===== config.mk =====
export PLATFORM = sky130hd
export DESIGN_NAME = spi_flash_read_seq
export DESIGN_NICKNAME = d
export VERILOG_FILES = /design/src/rtl/spi_flash_read_seq.sv
export SDC_FILE = /design/constraint.sdc
export NUM_CORES = 1
export LEC_CHECK = 0
export BUFFER_PORTS_ARGS = -buffer_cell sky130_fd_sc_hd__buf_2
export CAP_MARGIN = 20
export CELL_PAD_IN_SITES_DETAIL_PLACEMENT = 0
export CELL_PAD_IN_SITES_GLOBAL_PLACEMENT = 2
export CORE_MARGIN = 2
export CORE_UTILIZATION = 25
export CTS_BUF_LIST = sky130_fd_sc_hd__clkbuf_4 sky130_fd_sc_hd__clkbuf_8
export DETAILED_ROUTE_END_ITERATION = 8
export PLACE_DENSITY_LB_ADDON = 0.12
export SYNTH_ARGS = -nofsm -noshare
export SYNTH_HDL_FRONTEND = slang
export SYNTH_SLANG_ARGS = --single-unit

===== constraint.sdc =====
create_clock -name clk_i -period 2.8 [get_ports clk_i]
set_input_delay 0.56 -clock clk_i [delete_from_list [all_inputs] [get_ports clk_i]]
set_output_delay 0.56 -clock clk_i [all_outputs]
set_load 0.02 [all_outputs]

===== src/rtl/spi_flash_read_seq.sv =====
// SPI flash read sequencer: issues READ (0x03) plus a 24-bit address in SPI mode 0
// and streams the returned bytes over valid/ready, stalling SCK under backpressure.
module spi_flash_read_seq #(
    parameter int CLK_DIV  = 2,
    parameter int LEN_W    = 16,
    parameter int GAP_BITS = 4
) (
    input  logic             clk_i,
    input  logic             rst_i,
    input  logic             req_valid_i,
    output logic             req_ready_o,
    input  logic [23:0]      req_addr_i,
    input  logic [LEN_W-1:0] req_len_i,
    output logic [7:0]       rd_data_o,
    output logic             rd_valid_o,
    input  logic             rd_ready_i,
    output logic             rd_last_o,
    output logic             busy_o,
    output logic             spi_cej,
    output logic             spi_sck,
    output logic             spi_si,
    input  logic             spi_so,
    output logic             spi_wpj
);
    localparam int GAP_CYC = GAP_BITS * 2 * CLK_DIV;
    localparam int TMR_W   = $clog2(GAP_CYC + CLK_DIV + 1);
    localparam logic [TMR_W-1:0] PH_LAST  = TMR_W'(CLK_DIV - 1);
    localparam logic [TMR_W-1:0] GAP_LAST = TMR_W'(GAP_CYC - 1);
    localparam logic [TMR_W-1:0] TMR_ONE  = TMR_W'(1);
    localparam logic [7:0]       READ_CMD = 8'h03;
    localparam logic [LEN_W:0]   CNT_ONE  = (LEN_W + 1)'(1);

    typedef enum logic [2:0] {
        S_IDLE, S_CMD, S_ADDR, S_DATA, S_STALL, S_CS_HOLD, S_GAP
    } state_t;

    state_t           state_q, state_d;
    logic [TMR_W-1:0] tmr_q, tmr_d;
    logic             sck_q, sck_d;
    logic             cej_q, cej_d;
    logic             si_q, si_d;
    logic [30:0]      sh_q, sh_d;
    logic [4:0]       bit_q, bit_d;
    logic [7:0]       rx_q, rx_d;
    logic [LEN_W:0]   left_q, left_d;
    logic             vld_q, vld_d;
    logic [7:0]       data_q, data_d;
    logic             last_q, last_d;

    logic out_free;
    logic phase_end;
    logic load;

    always_ff @(posedge clk_i) begin
        if (rst_i) begin
            state_q <= S_IDLE;
            tmr_q   <= '0;
            sck_q   <= 1'b0;
            cej_q   <= 1'b1;
            si_q    <= 1'b0;
            sh_q    <= '0;
            bit_q   <= '0;
            rx_q    <= '0;
            left_q  <= '0;
            vld_q   <= 1'b0;
            data_q  <= '0;
            last_q  <= 1'b0;
        end else begin
            // NOTE: non-blocking assignments so every register samples pre-edge values.
            state_q <= state_d;
            tmr_q   <= tmr_d;
            sck_q   <= sck_d;
            cej_q   <= cej_d;
            si_q    <= si_d;
            sh_q    <= sh_d;
            bit_q   <= bit_d;
            rx_q    <= rx_d;
            left_q  <= left_d;
            vld_q   <= vld_d;
            data_q  <= data_d;
            last_q  <= last_d;
        end
    end

    always_comb begin
        // NOTE: every variable gets a default first so no path can infer a latch.
        state_d   = state_q;
        tmr_d     = tmr_q;
        sck_d     = sck_q;
        cej_d     = cej_q;
        si_d      = si_q;
        sh_d      = sh_q;
        bit_d     = bit_q;
        rx_d      = rx_q;
        left_d    = left_q;
        vld_d     = vld_q;
        data_d    = data_q;
        last_d    = last_q;
        load      = 1'b0;
        out_free  = !vld_q || rd_ready_i;
        phase_end = (tmr_q == PH_LAST);

        if (vld_q && rd_ready_i) begin
            vld_d = 1'b0;
        end

        case (state_q)
            S_IDLE: begin
                if (req_valid_i) begin
                    state_d = S_CMD;
                    cej_d   = 1'b0;
                    sck_d   = 1'b0;
                    tmr_d   = '0;
                    bit_d   = '0;
                    sh_d    = {READ_CMD[6:0], req_addr_i};
                    si_d    = READ_CMD[7];
                    left_d  = {1'b0, req_len_i} + CNT_ONE;
                end
            end
            S_CMD, S_ADDR, S_DATA: begin
                tmr_d = tmr_q + TMR_ONE;
                if (phase_end) begin
                    tmr_d = '0;
                    if (!sck_q) begin
                        // MISO is sampled on the edge that raises SCK.
                        sck_d = 1'b1;
                        if (state_q == S_DATA) begin
                            rx_d = {rx_q[6:0], spi_so};
                        end
                    end else begin
                        sck_d = 1'b0;
                        bit_d = bit_q + 5'd1;
                        if (state_q != S_DATA) begin
                            sh_d = {sh_q[29:0], 1'b0};
                            si_d = sh_q[30];
                            if (bit_q == 5'd7) begin
                                state_d = S_ADDR;
                            end
                            if (bit_q == 5'd31) begin
                                state_d = S_DATA;
                                si_d    = 1'b0;
                                bit_d   = '0;
                            end
                        end else if (bit_q == 5'd7) begin
                            bit_d = '0;
                            if (out_free) begin
                                load = 1'b1;
                            end else begin
                                state_d = S_STALL;
                            end
                        end
                    end
                end
            end
            S_STALL: begin
                if (out_free) begin
                    load = 1'b1;
                end
            end
            S_CS_HOLD: begin
                tmr_d = tmr_q + TMR_ONE;
                if (phase_end) begin
                    tmr_d   = '0;
                    cej_d   = 1'b1;
                    state_d = S_GAP;
                end
            end
            S_GAP: begin
                tmr_d = tmr_q + TMR_ONE;
                if (tmr_q == GAP_LAST) begin
                    tmr_d   = '0;
                    state_d = S_IDLE;
                end
            end
            default: state_d = S_IDLE;
        endcase

        // A completed byte moves into the output register; the next bit starts fresh.
        if (load) begin
            vld_d   = 1'b1;
            data_d  = rx_q;
            last_d  = (left_q == CNT_ONE);
            left_d  = left_q - CNT_ONE;
            tmr_d   = '0;
            state_d = (left_q == CNT_ONE) ? S_CS_HOLD : S_DATA;
        end
    end

    assign req_ready_o = (state_q == S_IDLE);
    assign busy_o      = (state_q != S_IDLE);
    assign rd_data_o   = data_q;
    assign rd_valid_o  = vld_q;
    assign rd_last_o   = last_q;
    assign spi_cej     = cej_q;
    assign spi_sck     = sck_q;
    assign spi_si      = si_q;
    assign spi_wpj     = 1'b1;

endmodule


==> reports/results.ini <==
[final_layout]
final_core_util=0.303
post_route_cells_drive_above_1_share=0.183
num-fill-cells=1882
antenna_cells=0
num-nets-final=662
area_delta_synth_final_pct=18.1

[global_routing]
antenna_found_initial=0
grt_pass1_wl_um=20100
grt_use_total=0.138
grt_overflow=0
met1_usage=0.180
busiest_layer=met2
grt_max_degree=58
grt_pass1_vias=4034
grt.met2_usage=0.222
use_met3=0.0334

[floorplanning]
die_area_mm2=0.0182
die_w_um=135
pin_count=61
core_area_mm2=0.0167
row_count=47
dieHeight_um=135
start_util=0.257

[sta]
fin_ws_ps=176
min_period_over_period=0.937
slew_headroom=0.522
worst_hold_slack_ps=428
final-setup-viol-count=0
worst_pin_slew_ps=714
final.setup.tns_ps=0
finClkSkew_ps=9.38
slew_viol_final=0
rsz0062_at_grt=false
fmax_ghz=0.381
hold_viol=0
period_needed_ps=2620

[synth]
netlist_top_cells_count=nand2_1 (106), dfxtp_1 (82), nor2_1 (52)
synth.most_common_cell=nand2_1
yosys.area.top_type_share=0.383
ys_seq_area_frac=0.383
yosys_most_used_dff=dfxtp_1
yosysWarnings=0
synth_cells=549
yosysTopAreaCell=dfxtp_1
async_flop_share=0
synth-seq-cells=82
syn_area_mm2=0.00429
yosysUniqueCellTypes=64
synth_edf_count=0
syn_nets=603
ys_top_cells_by_area=dfxtp_1 (38%), nand2_1 (9.3%), a21oi_1 (5.4%)
syn_avg_cell_area_um2=7.81

[clocking]
numCtsBuffers=9
cts_tree=done
cts.path.max_buffers=2
clkTransAtPathRegs_ps=90
cts_max_level=3
cts_root_buffer=clkbuf_8
postCtsSetupBuffers=0
cts.sinks=82
clk-insertion-delay-late_ps=370

[drt]
drcViolationCount=0
routed_via_density=5.01
first_pass_iters=5
vias=4170
wl_um=12100
wl_per_cell_um=14.5
ant_nets=0
drtIter0Drc=199

[power]
total_power_w=0.00316
peakVddDrop_v=0.000239
p_leak_nw=1.87
power.density_mw_per_mm2=624

[setup_path]
startpoint_type=flop
end_kind=flop
worstPathRequired_ps=3050
crit_type=reg -> reg
path_max_fanout=9
r2r_setup_slack_ps=180
arrival_ps=2880

[flow_run]
maxCapViolCount=0

[hold_path]
hp-class=in -> reg

[status]
status=complete, no violations

[place]
pre_cts_ws_ps=145
dpl.hpwl_um=8400
place_congestion=0.759
port_buffers=59

critical path: stages, from the launching register on:
cell and delay, ps:
dfxtp_1 340, inv_1 60, ha_1 140, or4b_4 470, or4_4 580, a21o_1 280, buf_4 200, o311ai_1 300
a31oi_1 120
flip-flops by register name, summed over array words and instances, names as in the netlist:
register,cells
bit_q,5
left_q,17
rd_data_o,8
rd_last_o,1
rd_valid_o,1
rx_q,8
sh_q,31
spi_cej,1
spi_sck,1
spi_si,1
state_q,3
tmr_q,5
per-layer routing:
metal  vias to the layer above  routed length (um)
li1                       2101                   -
met1                      1978                5830
met2                        79                5560
met3                        12                 487
met4                         0                 208
met5                         -                   0
cell usage in the layout, fill, tap and decap left out, types with 4 or more instances in the layout:
cell type,synthesis,layout
nand4_1,7,7
a311oi_1,24,24
buf_4,1,23
xor2_1,10,10
inv_1,15,15
buf_2,3,59
a31oi_1,9,9
a2bb2oi_1,5,5
a211oi_1,5,5
o21ai_0,16,16
or2_2,4,4
ha_1,9,9
or3_1,5,5
or4_1,4,4
o211ai_1,5,5
o311ai_1,2,5
nand2b_1,6,6
xnor2_1,6,6
clkbuf_8,0,9
nand2_1,106,106
nand3_1,22,22
nor3_1,10,9
a21oi_1,46,46
nor4_1,4,4
dfxtp_1,82,82
nor2_1,52,52
timing repair:
action / CTS / global route
hold buffers: 0 / 0
setup endpoints to repair: 0 / 2
resized for setup: 0 / 3
cell type report:
| cell class | instances | area (um2) | area share |
|---|---|---|---|
| Multi-Input combinational cell | 417 | 2440 | 0.481 |
| Inverter | 15 | 56.3 | 0.0111 |
| Clock buffer | 10 | 131 | 0.0260 |
| Clock inverter | 5 | 32.5 | 0.00643 |
| Sequential cell | 82 | 1640 | 0.324 |
| Timing Repair Buffer | 83 | 488 | 0.0964 |
| Tap cell | 220 | 275 | 0.0544 |
per-stage QoR:
stage	instance area (um2)	instances
after floorplan	4290	549
after global placement	4900	817
after detailed placement	4900	817
after CTS	5060	832
after global routing	5060	832
final	5060	832
path summary, 6_finish.rpt:
| kind | start | end | cells after the start |
|---|---|---|---|
| setup / recovery | tmr_q[1] | left_q[3] | 8 |
| hold / removal | spi_so | rx_q[0] | 3 |
| setup reg to reg | tmr_q[1] | left_q[3] | 8 |
| hold reg to reg | rd_data_o[3] | rd_data_o[3] | 2 |
report_power, final:
part	leakage, nW	internal [W]	switching [W]
clock	0.0776	0.000324	0.000463
sequential	0.669	0.00131	0.0000964
combinational	1.13	0.000366	0.000603
logic make-up after synthesis:
group                      after synthesis  share of synthesized area
DFF                                     82                      0.383
adders and majority gates                9                     0.0263
muxes                                    2                    0.00467
and+or+nand+nor                        244                      0.270
other                                    1                   0.000875
xor gates and xnor gates                16                     0.0327
buffers and inverters                   50                     0.0508
AOI/OAI and AO/OA                      145                      0.232
Power figures use the tool's default switching activity.
